===== config.mk =====
export PLATFORM = sky130hd
export DESIGN_NAME = apb_master_bridge_flat
export DESIGN_NICKNAME = d
export VERILOG_FILES = /design/src/rtl/apb_pkg.sv /design/src/rtl/apb_master_bridge_if.sv /design/src/rtl/apb_wait_timer.sv /design/src/rtl/apb_master_bridge.sv /design/src/flat_wrapper.sv
export SDC_FILE = /design/constraint.sdc
export NUM_CORES = 1
export LEC_CHECK = 0
export CAP_MARGIN = 20
export CORE_ASPECT_RATIO = 1.75
export CORE_UTILIZATION = 45
export DETAILED_ROUTE_END_ITERATION = 10
export PLACE_DENSITY = 0.89
export SYNTH_ARGS = -nofsm -noshare
export SYNTH_HDL_FRONTEND = slang
export SYNTH_HIERARCHICAL = 1
export SYNTH_SLANG_ARGS = --single-unit

===== constraint.sdc =====
create_clock -name clk -period 3.2 [get_ports clk]
set_input_delay 0.32 -clock clk [delete_from_list [all_inputs] [get_ports clk]]
set_output_delay 0.32 -clock clk [all_outputs]
set_load 0.05 [all_outputs]

===== src/rtl/apb_pkg.sv =====
// Shared APB definitions for the 16-word APB slave and the master bridge.
package apb_pkg;

    localparam int APB_ADDR_W = 4;
    localparam int APB_DATA_W = 32;

    typedef enum logic [1:0] {
        IDLE,
        SETUP,
        ACCESS,
        RESP
    } apb_mst_state_e;

endpackage


===== src/rtl/apb_master_bridge_if.sv =====
// Request/response handshake plus APB bus seen by the master bridge.
interface apb_master_bridge_if import apb_pkg::*; #(
    parameter int ADDR_W = APB_ADDR_W,
    parameter int DATA_W = APB_DATA_W
);
    logic              req_valid_i;
    logic              req_ready_o;
    logic              req_write_i;
    logic [ADDR_W-1:0] req_addr_i;
    logic [DATA_W-1:0] req_wdata_i;
    logic              resp_valid_o;
    logic [DATA_W-1:0] resp_rdata_o;
    logic              resp_err_o;
    logic              psel_o;
    logic              penable_o;
    logic [ADDR_W-1:0] paddr_o;
    logic              pwrite_o;
    logic [DATA_W-1:0] pwdata_o;
    logic [DATA_W-1:0] prdata_i;
    logic              pready_i;

    modport master (
        input  req_valid_i, req_write_i, req_addr_i, req_wdata_i, prdata_i, pready_i,
        output req_ready_o, resp_valid_o, resp_rdata_o, resp_err_o,
        output psel_o, penable_o, paddr_o, pwrite_o, pwdata_o
    );

    modport slave (
        output req_valid_i, req_write_i, req_addr_i, req_wdata_i, prdata_i, pready_i,
        input  req_ready_o, resp_valid_o, resp_rdata_o, resp_err_o,
        input  psel_o, penable_o, paddr_o, pwrite_o, pwdata_o
    );

endinterface


===== src/rtl/apb_wait_timer.sv =====
// Saturating ACCESS-phase wait counter; expired_o flags the wait cycle that would reach TIMEOUT.
module apb_wait_timer #(
    parameter int TIMEOUT = 16
) (
    input  logic clk,
    input  logic rst,
    input  logic clear_i,
    input  logic en_i,
    output logic expired_o
);

    localparam int CNT_W = $clog2(TIMEOUT + 1);
    localparam logic [CNT_W-1:0] CNT_LAST = CNT_W'(TIMEOUT - 1);
    localparam logic [CNT_W-1:0] CNT_SAT  = CNT_W'(TIMEOUT);
    localparam logic [CNT_W-1:0] CNT_ONE  = CNT_W'(1);

    logic [CNT_W-1:0] cnt_q, cnt_d;

    always_comb begin
        cnt_d = cnt_q;
        if (clear_i) begin
            cnt_d = '0;
        end else if (en_i && (cnt_q != CNT_SAT)) begin
            cnt_d = cnt_q + CNT_ONE;
        end
    end

    // Raised while the increment in progress is the TIMEOUT-th stalled cycle.
    assign expired_o = en_i && (cnt_q >= CNT_LAST);

    always_ff @(posedge clk) begin
        if (rst) begin
            cnt_q <= '0;
        end else begin
            cnt_q <= cnt_d;
        end
    end

endmodule


===== src/rtl/apb_master_bridge.sv =====
// Valid/ready request to APB master bridge with ACCESS-phase timeout and one-cycle response pulse.
module apb_master_bridge import apb_pkg::*; #(
    parameter int ADDR_W  = APB_ADDR_W,
    parameter int DATA_W  = APB_DATA_W,
    parameter int TIMEOUT = 16
) (
    input  logic                clk,
    input  logic                rst,
    apb_master_bridge_if.master bus
);

    apb_mst_state_e    state_q, state_d;
    logic              req_ready_q, req_ready_d;
    logic              resp_valid_q, resp_valid_d;
    logic [DATA_W-1:0] resp_rdata_q, resp_rdata_d;
    logic              resp_err_q, resp_err_d;
    logic              psel_q, psel_d;
    logic              penable_q, penable_d;
    logic [ADDR_W-1:0] paddr_q, paddr_d;
    logic              pwrite_q, pwrite_d;
    logic [DATA_W-1:0] pwdata_q, pwdata_d;
    logic              tmr_clear, tmr_en, tmr_expired;

    assign tmr_clear = (state_q != ACCESS);
    assign tmr_en    = (state_q == ACCESS) && !bus.pready_i;

    apb_wait_timer #(.TIMEOUT(TIMEOUT)) u_wait_timer (
        .clk       (clk),
        .rst       (rst),
        .clear_i   (tmr_clear),
        .en_i      (tmr_en),
        .expired_o (tmr_expired)
    );

    // Outputs are decoded from the next state so every bus pin comes straight from a flop.
    always_comb begin
        state_d      = state_q;
        req_ready_d  = 1'b0;
        resp_valid_d = 1'b0;
        resp_rdata_d = '0;
        resp_err_d   = 1'b0;
        psel_d       = 1'b0;
        penable_d    = 1'b0;
        paddr_d      = '0;
        pwrite_d     = 1'b0;
        pwdata_d     = '0;
        unique case (state_q)
            IDLE: begin
                if (bus.req_valid_i && req_ready_q) begin
                    state_d  = SETUP;
                    psel_d   = 1'b1;
                    paddr_d  = bus.req_addr_i;
                    pwrite_d = bus.req_write_i;
                    pwdata_d = bus.req_write_i ? bus.req_wdata_i : '0;
                end else begin
                    req_ready_d = 1'b1;
                end
            end
            SETUP: begin
                state_d   = ACCESS;
                psel_d    = 1'b1;
                penable_d = 1'b1;
                paddr_d   = paddr_q;
                pwrite_d  = pwrite_q;
                pwdata_d  = pwdata_q;
            end
            ACCESS: begin
                if (bus.pready_i) begin
                    state_d      = RESP;
                    resp_valid_d = 1'b1;
                    resp_rdata_d = pwrite_q ? '0 : bus.prdata_i;
                end else if (tmr_expired) begin
                    state_d      = RESP;
                    resp_valid_d = 1'b1;
                    resp_err_d   = 1'b1;
                end else begin
                    psel_d    = 1'b1;
                    penable_d = 1'b1;
                    paddr_d   = paddr_q;
                    pwrite_d  = pwrite_q;
                    pwdata_d  = pwdata_q;
                end
            end
            RESP: begin
                state_d     = IDLE;
                req_ready_d = 1'b1;
            end
            default: state_d = IDLE;
        endcase
    end

    always_ff @(posedge clk) begin
        if (rst) begin
            state_q      <= IDLE;
            req_ready_q  <= 1'b0;
            resp_valid_q <= 1'b0;
            resp_rdata_q <= '0;
            resp_err_q   <= 1'b0;
            psel_q       <= 1'b0;
            penable_q    <= 1'b0;
            paddr_q      <= '0;
            pwrite_q     <= 1'b0;
            pwdata_q     <= '0;
        end else begin
            state_q      <= state_d;
            req_ready_q  <= req_ready_d;
            resp_valid_q <= resp_valid_d;
            resp_rdata_q <= resp_rdata_d;
            resp_err_q   <= resp_err_d;
            psel_q       <= psel_d;
            penable_q    <= penable_d;
            paddr_q      <= paddr_d;
            pwrite_q     <= pwrite_d;
            pwdata_q     <= pwdata_d;
        end
    end

    assign bus.req_ready_o  = req_ready_q;
    assign bus.resp_valid_o = resp_valid_q;
    assign bus.resp_rdata_o = resp_rdata_q;
    assign bus.resp_err_o   = resp_err_q;
    assign bus.psel_o       = psel_q;
    assign bus.penable_o    = penable_q;
    assign bus.paddr_o      = paddr_q;
    assign bus.pwrite_o     = pwrite_q;
    assign bus.pwdata_o     = pwdata_q;

endmodule


===== src/flat_wrapper.sv =====
// flat-port wrapper written by rule: the top's interface ports become plain ports
module apb_master_bridge_flat import apb_pkg::*;
#(
    parameter int ADDR_W  = APB_ADDR_W,
    parameter int DATA_W  = APB_DATA_W,
    parameter int TIMEOUT = 16
)
  (clk, rst, bus_req_valid_i, bus_req_write_i, bus_req_addr_i, bus_req_wdata_i, bus_prdata_i, bus_pready_i, bus_req_ready_o, bus_resp_valid_o, bus_resp_rdata_o, bus_resp_err_o, bus_psel_o, bus_penable_o, bus_paddr_o, bus_pwrite_o, bus_pwdata_o);
  apb_master_bridge_if #(.ADDR_W(ADDR_W), .DATA_W(DATA_W)) bus_i ();
  input  logic clk;
  input  logic rst;
  input wire logic [$bits(bus_i.req_valid_i)-1:0] bus_req_valid_i;
  input wire logic [$bits(bus_i.req_write_i)-1:0] bus_req_write_i;
  input wire logic [$bits(bus_i.req_addr_i)-1:0] bus_req_addr_i;
  input wire logic [$bits(bus_i.req_wdata_i)-1:0] bus_req_wdata_i;
  input wire logic [$bits(bus_i.prdata_i)-1:0] bus_prdata_i;
  input wire logic [$bits(bus_i.pready_i)-1:0] bus_pready_i;
  output wire logic [$bits(bus_i.req_ready_o)-1:0] bus_req_ready_o;
  output wire logic [$bits(bus_i.resp_valid_o)-1:0] bus_resp_valid_o;
  output wire logic [$bits(bus_i.resp_rdata_o)-1:0] bus_resp_rdata_o;
  output wire logic [$bits(bus_i.resp_err_o)-1:0] bus_resp_err_o;
  output wire logic [$bits(bus_i.psel_o)-1:0] bus_psel_o;
  output wire logic [$bits(bus_i.penable_o)-1:0] bus_penable_o;
  output wire logic [$bits(bus_i.paddr_o)-1:0] bus_paddr_o;
  output wire logic [$bits(bus_i.pwrite_o)-1:0] bus_pwrite_o;
  output wire logic [$bits(bus_i.pwdata_o)-1:0] bus_pwdata_o;
  assign bus_i.req_valid_i = bus_req_valid_i;
  assign bus_i.req_write_i = bus_req_write_i;
  assign bus_i.req_addr_i = bus_req_addr_i;
  assign bus_i.req_wdata_i = bus_req_wdata_i;
  assign bus_i.prdata_i = bus_prdata_i;
  assign bus_i.pready_i = bus_pready_i;
  assign bus_req_ready_o = bus_i.req_ready_o;
  assign bus_resp_valid_o = bus_i.resp_valid_o;
  assign bus_resp_rdata_o = bus_i.resp_rdata_o;
  assign bus_resp_err_o = bus_i.resp_err_o;
  assign bus_psel_o = bus_i.psel_o;
  assign bus_penable_o = bus_i.penable_o;
  assign bus_paddr_o = bus_i.paddr_o;
  assign bus_pwrite_o = bus_i.pwrite_o;
  assign bus_pwdata_o = bus_i.pwdata_o;
  apb_master_bridge #(.ADDR_W(ADDR_W), .DATA_W(DATA_W), .TIMEOUT(TIMEOUT)) u_core (.clk(clk), .rst(rst), .bus(bus_i));
endmodule

==> Yosys cells after proc, flatten, opt, wreduce, memory -nomap -nowiden <==
Cells that the tools add are included.
{ "classes": {"n_eq_ne": 7, "n_reduce_logical": 12, "order_cmp": 1, "bitwise_logic": 3, "add_sub_neg": 1, "mux": 26} }
{ "ops": {"columns": ["cell", "n"], "rows": [
  ["$mux W32", 4],
  ["$pmux W32 S3", 1],
  ["$mux W4", 3],
  ["$pmux W4 S3", 1],
  ["$mux W1", 9],
  ["$pmux W2 S4", 1],
  ["$mux W2", 3],
  ["$pmux W1 S3", 2],
  ["$add A5 B1 Y5 const B", 1],
  ["$ge A5 B4 Y1 const B", 1],
  ["$ne A5 B5 Y1 const B", 1],
  ["$eq A2 B2 Y1 const B", 2],
  ["$logic_and A1 B1 Y1", 4],
  ["$pmux W1 S2", 2],
  ["$reduce_and A2 Y1", 2],
  ["$reduce_or A2 Y1", 2],
  ["$reduce_or A4 Y1", 1],
  ["$ne A3 B2 Y1 const B", 1],
  ["$not A1 Y1", 3],
  ["$reduce_or A3 Y1", 1],
  ["$eq A2 B1 Y1 const B", 1],
  ["$logic_not A2 Y1", 1],
  ["$ne A2 B1 Y1 const B", 1],
  ["$ne A2 B2 Y1 const B", 1],
  ["$logic_not A1 Y1", 1]
]} }
{ "word_totals": {"out_inout_bits": 74, "in_bits": 73, "register_bits": 81} }

==> Logic depth before layout (Yosys ltp) <==
Gate-level depths: netlist of run 1.
{ "depth": {"depth_word": 6, "mapped_depth": 10, "depth_no_buf": 8} }

==> Cells and area by module <==
Netlist of run 1, hierarchy kept.
{ "by_module_without_submodules": {"columns": ["mod", "area_each_um2", "cells_each", "n_inst", "seq_area_each_um2"], "rows": [
  ["apb_master_bridge", 2999.1, 277, 1, 1521.5],
  ["apb_wait_timer", 311.5, 33, 1, 100.1]
]} }

==> Worst setup path before layout of run 1 <==
Ideal clock, no wire load.
{ "synth_path": {"kind": "register -> register", "startpoint": "reg u_core.state_q[0]", "endpoint": "reg u_core.pwdata_q[22] (netlist: u_core/bus.pwdata_o[22])", "setup_ns": 0.141, "setup_slack_ns": 1.167, "stages_incl_launch_ff": 11, "required_time_ns": 3.059, "arrival_ns": 1.893, "path_buffers": 2, "cell_sequence": "dfxtp_1 > inv_1 > ha_1 > inv_1 > nor2_1 > a21boi_0 > nor3b_1 > buf_2 > buf_2 > o211ai_1 > o31ai_2"} }
{ "synth_via": {"elab_chain_cells": 5} }
{ "synth_rtl": {"columns": ["element", "line_no", "source"], "rows": [
  ["start: declaration", "apb_master_bridge.sv:12", "apb_mst_state_e state_q, state_d;"],
  ["start signal: assignment", "apb_master_bridge.sv:105", "state_q <= state_d;"],
  ["$eq A2 B2 Y1", "apb_master_bridge.sv:25", "assign tmr_en = (state_q == ACCESS) && !bus.pready_i;"],
  ["$logic_and A1 B1 Y1", "apb_master_bridge.sv:25", null],
  ["net u_core.tmr_en", "apb_master_bridge.sv:22", "logic tmr_clear, tmr_en, tmr_expired;"],
  ["$logic_and A1 B1 Y1", "apb_wait_timer.sv:29", "assign expired_o = en_i && (cnt_q >= CNT_LAST);"],
  ["net u_core.tmr_expired", "apb_master_bridge.sv:22", null],
  ["$ne A3 B2 Y1 (no source line)", null, null],
  ["$reduce_and A2 Y1 (no source line)", null, null],
  ["end signal: assignment", "apb_master_bridge.sv:114", "pwdata_q <= pwdata_d;"],
  ["end: declaration", "apb_master_bridge.sv:21", "logic [DATA_W-1:0] pwdata_q, pwdata_d;"]
]} }
The timed path passes the listed nets, and every way through them passes these cells.
A chain may end at the register's enable or synchronous reset.

==> Worst setup path after layout of run 1 <==
{ "layout_path": {"startpoint": "reg u_core.state_q[0]", "endpoint": "reg u_core.paddr_q[2] (netlist: u_core/bus.paddr_o[2])"} }
{ "layout_via": {"elab_chain_cells": 5} }
{ "layout_rtl": {"columns": ["element", "line_no", "source"], "rows": [
  ["$eq A2 B2 Y1", "apb_master_bridge.sv:25", null],
  ["$logic_and A1 B1 Y1", "apb_master_bridge.sv:25", null],
  ["net u_core.tmr_en", "apb_master_bridge.sv:22", null],
  ["$logic_and A1 B1 Y1", "apb_wait_timer.sv:29", null],
  ["net u_core.tmr_expired", "apb_master_bridge.sv:22", null],
  ["$ne A3 B2 Y1 (no source line)", null, null],
  ["$reduce_and A2 Y1 (no source line)", null, null],
  ["end signal: assignment", "apb_master_bridge.sv:112", "paddr_q <= paddr_d;"],
  ["end: declaration", "apb_master_bridge.sv:19", "logic [ADDR_W-1:0] paddr_q, paddr_d;"]
]} }
The timed path passes the listed nets, and every way through them passes these cells.

==> results by group, run 1 <==
Setup path
  – CP max-delay cell: a21boi_0
  – Most used cell along the critical path: inv_1
  – CP Data Required Time: 3.46 ns
  – Critical path peak fanout: 64
  – Crit end category: register
  – Setup Crit Path Kind: reg2reg
  – Startpoint types: register
  – Largest stage delay on the critical path: 0.40 ns
  – CP Cell Sequence: inv_1 -> ha_1 -> inv_1 -> nor2_1 -> a21boi_0 -> nor3b_2 -> buf_4 -> nor2_4 -> mux2i_1
  – Arr. time, crit path: 2.87 ns

Floorplan
  – Die Wd: approximately 67 um
  – Die H: between 100 and 150 um
  – Cell row count: 41
  – Initial core utilization: 46.1%
  – Core ar.: between 7000 and 8000 um2
  – # IOs: 147
  – Die ar.: 7720 um2

Logic synthesis
  – Yosys warns: 6
  – Synth async-reset ratio: 0%
  – Synthesized area: 3310 um2
  – Main combinational cell family by area after synthesis: simple AND/OR/NAND/NOR gates
  – Synth Net Count: slightly below 400
  – Post-Synth Adder-Cell Area: 2.65%
  – Syn avg cell area: 10.7 um2
  – Mapped Cells: slightly above 300
  – Top FF cell, synth: dfxtp_1
  – Multiplexer share of the synthesized area: between 2 and 3%
  – Distinct cells, synth: 39
  – Xor/xnor share of the synthesized area: 0.265%
  – Simple-gate share of the synthesized area: roughly a fifth
  – Synth Area in Compound Gates: 19.2%
  – FF+latch count, synth: 81
  – EDFF count, synth: 0
  – Post-synthesis sequential area ratio: 49.0%

Place
  – RePlAce Congestion: between 0.8 and 0.9
  – Pre-CTS WS: 0.537 ns
  – Post-Place Cell Area: 4780 um2
  – Port Buffers: 146
  – Dpl hpwl: 5800 um

Routing
  – Post-Route WL: 8150 um
  – Routed WL per cell: 15.2 um
  – DRC Markers: 0
  – Post-DRT Antenna Nets: 0
  – DR vias: between 2k and 3k
  – Routed vias/inst: 5.17
  – Initial DRC count: about 130
  – TritonRoute pass-1 iters: 4

Pwr
  – Clock share of power: 38.4%
  – Internal: 2.11 mW
  – Peak VDD IR: 0.000370 V
  – Comb pwr share: 25.3%
  – Reg power frac: 36.3%
  – Power per cell area: just under 600 nW/um2
  – Net Sw Power: 936 uW
  – Lkg Pwr: 1.87 nW
  – Sw Share: a little under a third

Hold path
  – Worst min-delay path category: reg2reg

GRT
  – Initial antenna violation count: 0
  – Largest net degree at the start of global routing: 65
  – Vias in the first global route: 2,694
  – First-pass GRT wire length: 12,300 um
  – Overflow after GRT: 0
  – Gr usage total: 21.1%

STA
  – RSZ-0062 raised after global routing: no
  – Slew Viols, Final: 0
  – Fin. Hold Viols: 0
  – Setup ws final: ~0.6 ns
  – Worst-Margin Slew: 0.779 ns
  – Final setup violation count: 0
  – Fmax: between 0.3 and 0.4 GHz
  – Setup Total Neg Slack: 0 ns
  – Worst Clk Skew: about 0.0054 ns
  – Min Tclk post-route: 2.61 ns
  – Period utilisation layout: between 80% and 90%
  – Rel. slew slack: 48.1%

Clocking
  – Cts hold-fix bufs: 0
  – H-tree depth: 3
  – Inserted Clock Buffers: 9
  – Clk slew on worst S/H paths: 0.06 ns
  – CTS tree: yes
  – Max Buffers Root-to-Sink: 2
  – Clock sink total: 81
  – Post-CTS Resized: 0
  – Number of setup buffers added after CTS: 0
  – Clock root buffer: clkbuf_16
  – Clock insertion delay at the later pin of the skew report: 0.33 ns

Cells and area
  – Fin area: 5120 um2
  – Multi-input gate area: approximately 1500 um2
  – Most common cell after layout, fill and taps aside: clkdlybuf4s50_1
  – # fillers: 538
  – Most frequent cells in the layout: clkdlybuf4s50_1, dfxtp_1, and2_1, o211ai_1, o31ai_2
  – Antenna cells: 0
  – Utilization after layout: between 70% and 80%
  – Reg area: 1620 um2
  – Layout net count: between 500 and 600
  – Fraction of layout cells with a size suffix above 1: about 16%
  – Area grow syn2layout: 54.7%

Run status
  – Outcome: finished clean

Job
  – Max Cap Viol: 0
critical path, delay by kind of cell (launching register included):
family                     cells  cell delay, ns
buffers and inverters          3            0.57
DFF                            1            0.33
muxes                          1            0.23
adders and majority gates      1            0.23
and+or+nand+nor                3            0.75
AOI/OAI and AO/OA              1            0.40
routing by layer:
| metal | track usage, % | vias up | part of all wire (%) |
|---|---|---|---|
| met4 | 10.6 | 0 | 2.0 |
| met5 | 0 | - | 0 |
| met2 | 37.5 | 109 | 52 |
| met1 | 21.9 | 1275 | 38 |
| met3 | 6.10 | 14 | 7.6 |
| li1 | - | 1373 | - |
state kept, by name, summed over array words and instances (netlist names):
name / cells
u_core/bus.resp_rdata_o: 32
u_core/state_q: 2
u_core/bus.psel_o: 1
u_core/bus.paddr_o: 4
u_core/bus.pwrite_o: 1
u_core/bus.req_ready_o: 1
u_core/u_wait_timer/cnt_q: 5
u_core/bus.penable_o: 1
u_core/bus.pwdata_o: 32
u_core/bus.resp_valid_o: 1
u_core/bus.resp_err_o: 1
power groups by stage:
| stage | sequential [mW] | combinational [mW] | clock, mW |
|---|---|---|---|
| floorplan | 1.31 | 0.338 | 0 |
| global placement | 1.13 | 0.755 | 0 |
| detailed placement | 1.13 | 0.774 | 0 |
| CTS | 1.11 | 0.776 | 1.18 |
| global route | 1.11 | 0.818 | 1.23 |
| finish | 1.11 | 0.769 | 1.17 |
through the flow:
stage	cells	hold slack (ns)	power, mW
global placement	520	0.454	1.88
floorplan	310	0.391	1.65
CTS	536	0.479	3.07
detailed placement	520	0.468	1.90
finish	536	0.474	3.04
global route	536	0.490	3.17
path summary, 6_finish.rpt:
kind | from | end | slack [ns] | depth (start not counted)
setup / recovery | u_core/state_q[0]$_SDFFE_PP0P_ | u_core/bus.paddr_o[2]$_SDFFE_PP0P_ | 0.59 | 9
hold / removal | u_core/bus.paddr_o[3]$_SDFFE_PP0P_ | u_core/bus.paddr_o[3]$_SDFFE_PP0P_ | 0.47 | 2
setup reg to reg | u_core/state_q[0]$_SDFFE_PP0P_ | u_core/bus.paddr_o[2]$_SDFFE_PP0P_ | 0.59 | 9
hold reg to reg | u_core/bus.paddr_o[3]$_SDFFE_PP0P_ | u_core/bus.paddr_o[3]$_SDFFE_PP0P_ | 0.47 | 2
layout make-up:
class	instances	share of cell area, %
multi-input combinational	193	29.5
sequential	81	31.7
clock buffer	9	4.40
clock inverter	7	2.32
tap	86	2.10
inverter	7	0.513
timing repair buffer	153	29.6
cells by family (layout without fill, tap and decap cells):
group           count (synthesis)  count (layout)
simple gates                  106             106
buf+inv                        36             176
flops                          81              81
xor+xnor                        1               1
compound gates                 70              70
fa+ha+maj                       7               7
mux                             9               9
synthesized netlist by cell type (2+ instances only):
cell      instances  share of area (%)
inv_1             7               0.79
nand2_1          19                2.2
nand4_1           2               0.38
buf_6             3                1.0
a211oi_1          2               0.45
o31ai_1           7                1.6
o31ai_2          24                9.1
mux2i_1           9                2.7
ha_1              7                2.6
buf_1             2               0.23
nor2_4            2               0.68
dfxtp_1          81                 49
nand3_1          20                3.0
nor2_1            6               0.68
nand3_2          14                4.2
clkbuf_1          9                1.0
o211ai_1         31                7.0
and2_1           32                6.0
buf_2            12                1.8
nor3b_1           2               0.45
Note: power is estimated with default switching activity, not from simulation.
==> inputs of run 2 (changes only) <==
Settings changed: CORE_UTILIZATION 45 to 38, PLACE_DENSITY 0.89 to 0.81.
Clock period 3.2 ns to 2.15 ns, I/O delays scaled along.
==> results by group, run 2 (synthesis results as in run 1) <==
Hold path
  – Hold path depth: 3 (+1)
  – Hold endpoint: u_core/bus.paddr_o[1]$_SDFFE_PP0P_
  – Min-delay src: bus_req_addr_i[1]
  – Worst min-delay path category: in2reg

Routing
  – Initial DRC count: 96 (-28%)
  – DRC Markers: 0 (unchanged)
  – Routed WL per cell: 15.0 um (-1.7%)
  – Post-DRT Antenna Nets: 0 (unchanged)
  – Post-Route WL: 8600 um (+5.5%)
  – TritonRoute pass-1 iters: 4 (unchanged)
  – DR vias: 2,881 (+4.0%)
  – Routed vias/inst: 5.01 (-3.1%)

Cells and area
  – Antenna cells: 0 (unchanged)
  – # fillers: 691 (+28%)
  – Most frequent cells in the layout: clkdlybuf4s50_1, dfxtp_1, and2_1, o211ai_1, o31ai_2
  – Fraction of layout cells with a size suffix above 1: 19.6% (+3.8 points)
  – Most common cell after layout, fill and taps aside: clkdlybuf4s50_1
  – Area grow syn2layout: 61.8%
  – Layout net count: 535 (+1.9%)

Setup path
  – CP max-delay cell: dfxtp_2
  – R2r endpoint: u_core/bus.psel_o$_SDFF_PP0_
  – R2R Setup Slk: 0.12 ns (-0.46 ns)
  – Largest stage delay on the critical path: 0.34 ns (-0.06 ns)
  – CP Data Required Time: 2.40 ns (-1.06 ns)
  – Critical path peak fanout: 8 (-88%)
  – Setup Crit Path Kind: reg2reg
  – Startpoint types: register
  – Crit end category: register
  – Worst r2r src: u_core/u_wait_timer/cnt_q[0]$_SDFFE_PP0P_
  – Arr. time, crit path: 2.28 ns (-0.59 ns)
  – Most used cell along the critical path: buf_4
  – Worst reg2reg path depth: 11 (+2)
  – CP Cell Sequence: ha_2 -> and3_2 -> ha_1 -> nor2_2 -> a21boi_2 -> nor3b_2 -> buf_4 -> buf_4 -> nor2_4 -> buf_12 -> a211oi_2

Pwr
  – Peak VDD IR: 0.000452 V (+22%)
  – Power per cell area: 871 nW/um2 (+47%)
  – Lkg Pwr: 1.95 nW (+4.5%)

Floorplan
  – Core ar.: 8370 um2 (+17%)
  – Cell row count: 44 (+7.3%)
  – Die ar.: 9100 um2 (+18%)
  – Die H: 125 um (+8.7%)
  – # IOs: 147 (unchanged)
  – Initial core utilization: 39.6% (-6.5 points)
  – Die Wd: 72.6 um (+8.6%)

STA
  – Setup ws final: 0.124 ns (-0.463 ns)
  – Period utilisation layout: 94.2% (+13 points)
  – Rel. slew slack: 63.1% (+15 points)
  – Fin Hold WS: 0.435 ns (-0.0389 ns)
  – Min Tclk post-route: 2.03 ns (-0.587 ns)
  – Final setup violation count: 0 (unchanged)
  – Worst Clk Skew: 0.00555 ns (+0.000194 ns)
  – Worst-Margin Slew: 0.551 ns (-0.227 ns)
  – Setup Total Neg Slack: 0 ns (unchanged)
  – Fin. Hold Viols: 0 (unchanged)
  – Slew Viols, Final: 0 (unchanged)
  – Fmax: 0.494 GHz (+29%)
  – RSZ-0062 raised after global routing: no

Clocking
  – Inserted Clock Buffers: 9 (unchanged)
  – Max Buffers Root-to-Sink: 2 (unchanged)
  – Clk slew on worst S/H paths: 0.06 ns (about the same)
  – Cts hold-fix bufs: 0 (unchanged)
  – Clock insertion delay at the later pin of the skew report: 0.33 ns (about the same)
  – Clock root buffer: clkbuf_16
  – H-tree depth: 3 (unchanged)
  – CTS tree: yes
  – Clock sink total: 81 (unchanged)

GRT
  – Overflow after GRT: 0 (unchanged)
  – First-pass GRT wire length: 13,900 um (+13%)
  – Gr usage total: 19.6% (-1.5 points)
  – Initial antenna violation count: 0 (unchanged)
  – Largest net degree at the start of global routing: 40 (-38%)
  – Vias in the first global route: 2,901 (+7.7%)

Run status
  – Outcome: finished clean

Place
  – Pre-CTS WS: -0.0228 ns (-0.560 ns)
  – Port Buffers: 146 (unchanged)
  – RePlAce Congestion: 0.768 (-6.4%)
  – Dpl hpwl: 6040 um (+4.2%)

Job
  – Max Cap Viol: 0 (unchanged)
-- run 2: how the worst max path moves through the flow --
stage               cells after the start                              endpoint  slack, ns                                      start
global route                           11          u_core/bus.psel_o$_SDFF_PP0_     0.0009  u_core/u_wait_timer/cnt_q[0]$_SDFFE_PP0P_
finish                                 11          u_core/bus.psel_o$_SDFF_PP0_       0.12  u_core/u_wait_timer/cnt_q[0]$_SDFFE_PP0P_
global placement                        9  u_core/bus.pwdata_o[20]$_SDFFE_PP0P_       0.05  u_core/u_wait_timer/cnt_q[0]$_SDFFE_PP0P_
CTS                                     9   u_core/bus.pwdata_o[6]$_SDFFE_PP0P_       0.04  u_core/u_wait_timer/cnt_q[1]$_SDFFE_PP0P_
detailed placement                      9   u_core/bus.pwdata_o[6]$_SDFFE_PP0P_      -0.02  u_core/u_wait_timer/cnt_q[0]$_SDFFE_PP0P_
floorplan                              10  u_core/bus.pwdata_o[22]$_SDFFE_PP0P_       0.12             u_core/state_q[0]$_SDFFE_PP0P_
-- run 2: per-stage QoR --
| stage | std cells | power (mW) | util (%) | instance area [um2] |
|---|---|---|---|---|
| 2_1_floorplan | 310 | 2.45 | - | 3310 |
| 3_3_place_gp | 555 | 2.86 | 58.7 | 4910 |
| 3_5_place_dp | 555 | 2.90 | 58.7 | 4910 |
| 4_1_cts | 573 | 4.66 | 63.3 | 5290 |
| 5_1_grt | 575 | 4.87 | 64.0 | 5360 |
| 6_report | 575 | 4.66 | 64.0 | 5360 |
-- run 2: metal layers --
layer	wire, um	global-route usage [%]
met3	561	5.00
met5	0	0
met1	3190	20.8
met4	265	10.3
met2	4580	34.7
-- run 2: power by group --
part           leakage, nW  switching, mW  total [mW]  internal (mW)
sequential           0.655         0.0497        1.64           1.59
combinational         1.14          0.784        1.30          0.516
clock                0.162          0.587        1.72           1.13
-- run 2: area by class of cell --
cell class | count | area [um2] | share of cell area (%)
Timing Repair Buffer | 163 | 1680 | 31.4
Sequential cell | 81 | 1620 | 30.3
Multi-Input combinational cell | 193 | 1540 | 28.7
Clock buffer | 9 | 225 | 4.20
Tap cell | 115 | 144 | 2.69
Clock inverter | 7 | 119 | 2.22
Inverter | 7 | 26.3 | 0.490
-- run 2: critical path, delay by kind of cell (launching register included) --
kind            cells  cell delay, ns
flops               1            0.34
simple gates        4            0.51
buf+inv             3            0.46
fa+ha+maj           2            0.40
compound gates      2            0.24
-- run 2: timing repair --
action                     CTS  global route
hold endpoints to repair     0             0
setup endpoints to repair   29            41
buffers inserted             1             2
gates cloned                 1             0
gates resized for setup      1            10
pin swaps                    1             1
==> inputs of run 3 (changes only) <==
Settings changed: GPL_TIMING_DRIVEN set to 0.
==> results by group, run 3 (synthesis results as in run 1) <==
Setup path
  – Arr. time, crit path: 2.26 ns (-0.02 ns)
  – Crit. Startpoint: u_core/u_wait_timer/cnt_q[0]$_SDFFE_PP0P_
  – Worst r2r src: u_core/u_wait_timer/cnt_q[0]$_SDFFE_PP0P_
  – CP Data Required Time: 2.40 ns (about the same)
  – Setup Crit Path Kind: reg2reg
  – Crit end category: register
  – Critical path peak fanout: 10 (+2)
  – Startpoint types: register

Floorplan
  – Initial core utilization: 39.6% (unchanged)
  – Die H: 125 um (unchanged)
  – Core ar.: 8370 um2 (unchanged)
  – Cell row count: 44 (unchanged)
  – # IOs: 147 (unchanged)
  – Die ar.: 9100 um2 (unchanged)
  – Die Wd: 72.6 um (unchanged)

GRT
  – Vias in the first global route: 2,901 (unchanged)
  – Largest net degree at the start of global routing: 14 (-65%)
  – Overflow after GRT: 0 (unchanged)
  – Gr usage total: 19.2% (-0.43 points)
  – First-pass GRT wire length: 13,600 um (-2.1%)
  – Initial antenna violation count: 0 (unchanged)

Clocking
  – Clock sink total: 81 (unchanged)
  – Max Buffers Root-to-Sink: 2 (unchanged)
  – H-tree depth: 3 (unchanged)
  – CTS tree: yes
  – Cts hold-fix bufs: 0 (unchanged)
  – Clock insertion delay at the later pin of the skew report: 0.33 ns (about the same)
  – Clk slew on worst S/H paths: 0.06 ns (about the same)
  – Inserted Clock Buffers: 9 (unchanged)
  – Clock root buffer: clkbuf_16

Cells and area
  – Most frequent cells in the layout: clkdlybuf4s50_1, dfxtp_1, and2_1, o211ai_1, o31ai_2
  – Layout net count: 548 (+2.4%)
  – Fraction of layout cells with a size suffix above 1: 18.2% (-1.4 points)
  – Area grow syn2layout: 59.6%
  – Antenna cells: 0 (unchanged)
  – Most common cell after layout, fill and taps aside: clkdlybuf4s50_1
  – Utilization after layout: 63.1% (-0.88 points)

STA
  – Worst Clk Skew: 0.00908 ns (+0.00353 ns)
  – Fin Hold WS: 0.244 ns (-0.192 ns)
  – Fmax: 0.497 GHz (+0.64%)
  – Min Tclk post-route: 2.01 ns (-0.0129 ns)
  – Rel. slew slack: 52.7% (-10 points)
  – Period utilisation layout: 93.6% (-0.60 points)
  – RSZ-0062 raised after global routing: no
  – Worst-Margin Slew: 0.710 ns (+0.158 ns)
  – Slew Viols, Final: 0 (unchanged)
  – Final setup violation count: 0 (unchanged)
  – Fin. Hold Viols: 0 (unchanged)

Pwr
  – Internal: 2.98 mW (-8.0%)
  – Design Power: 4.40 mW (-5.8%)
  – Clock share of power: 34.0% (-2.9 points)
  – Peak VDD IR: 0.000494 V (+9.3%)
  – Lkg Pwr: 1.93 nW (-1.0%)
  – Sw Share: 32.1% (+1.6 points)
  – Power per cell area: 832 nW/um2 (-4.4%)
  – Comb pwr share: 28.5% (+0.6 points)
  – Net Sw Power: 1.41 mW (-0.68%)
  – Reg power frac: 37.4% (+2.1 points)

Routing
  – Routed vias/inst: 4.99 (-0.41%)
  – Post-DRT Antenna Nets: 0 (unchanged)
  – DRC Markers: 0 (unchanged)
  – Post-Route WL: 8590 um (about the same)
  – TritonRoute pass-1 iters: 4 (unchanged)
  – Routed WL per cell: 14.6 um (-2.3%)
  – DR vias: 2,934 (+1.8%)
  – Initial DRC count: 90 (-6.3%)

Hold path
  – Worst min-delay path category: in2reg
  – Min-delay src: bus_req_write_i

Place
  – Dpl hpwl: 6420 um (+6.2%)
  – RePlAce Congestion: 0.765 (-0.33%)
  – Port Buffers: 145 (-0.68%)

Run status
  – Outcome: finished clean

Job
  – Max Cap Viol: 0 (unchanged)
[run 3: cell count changes in the layout (fill, tap and decap cells not counted), sizes merged]
cell	change
buf	+4
clkbuf	+12
clkdlybuf4s50	-1
bufinv	-2
[run 3: what timing repair did]
action	CTS	global route
pin swaps	0	1
buffers inserted	0	1
gates resized for setup	8	18
cloned	0	1
endpoints found under the setup margin	41	33
[run 3: path summary, 6_finish.rpt]
path / depth (start not counted) / end / slack, ns
worst max register to register: 10 / u_core/bus.pwdata_o[22]$_SDFFE_PP0P_ / 0.14
worst min register to register: 2 / u_core/bus.pwdata_o[1]$_SDFFE_PP0P_ / 0.46
worst max-delay path: 10 / u_core/bus.pwdata_o[22]$_SDFFE_PP0P_ / 0.14
worst min-delay path: 3 / u_core/bus.pwdata_o[31]$_SDFFE_PP0P_ / 0.24
[run 3: through the flow]
| stage | TNS, ns | cell area (um2) | cells | worst slack, ns |
|---|---|---|---|---|
| 2_1_floorplan | 0 | 3310 | 310 | 0.117 |
| 3_3_place_gp | -4.64 | 4910 | 570 | -0.172 |
| 3_5_place_dp | -6.81 | 4910 | 570 | -0.255 |
| 4_1_cts | 0 | 5220 | 586 | 0.0126 |
| 5_1_grt | 0 | 5280 | 588 | 0.00349 |
| 6_report | 0 | 5280 | 588 | 0.137 |
[run 3: cell type report]
type / instances / area, um2
buffer: 29 / 204
clock buffer: 11 / 243
clock inverter: 5 / 55.1
fill: 728 / 3080
inverter: 7 / 26.3
multi-input combinational: 193 / 1520
sequential: 81 / 1620
tap: 115 / 144
timing repair buffer: 147 / 1470
[run 3: critical path: stages, from the launching register on]
cell,delay [ns]
dfxtp_1,0.35
ha_2,0.21
and3_2,0.21
ha_1,0.19
nor2_1,0.11
a21boi_2,0.08
nor3b_2,0.25
buf_6,0.18
buf_6,0.15
o211ai_1,0.12
o31ai_2,0.09
[run 3: layer usage]
layer | track usage (%) | vias up | wire, um
met5 | 0 | - | 0
met4 | 10.3 | 0 | 255
met3 | 4.75 | 23 | 543
met2 | 33.9 | 134 | 4540
met1 | 20.4 | 1355 | 3250
li1 | - | 1422 | -
[run 3: power groups by stage]
| stage | sequential [mW] | clock, mW | combinational [mW] |
|---|---|---|---|
| 3_5_place_dp | 1.68 | 0 | 1.21 |
| 5_1_grt | 1.65 | 1.60 | 1.34 |
| 6_report | 1.65 | 1.50 | 1.25 |
| 3_3_place_gp | 1.67 | 0 | 1.19 |
| 2_1_floorplan | 1.95 | 0 | 0.503 |
| 4_1_cts | 1.65 | 1.54 | 1.23 |
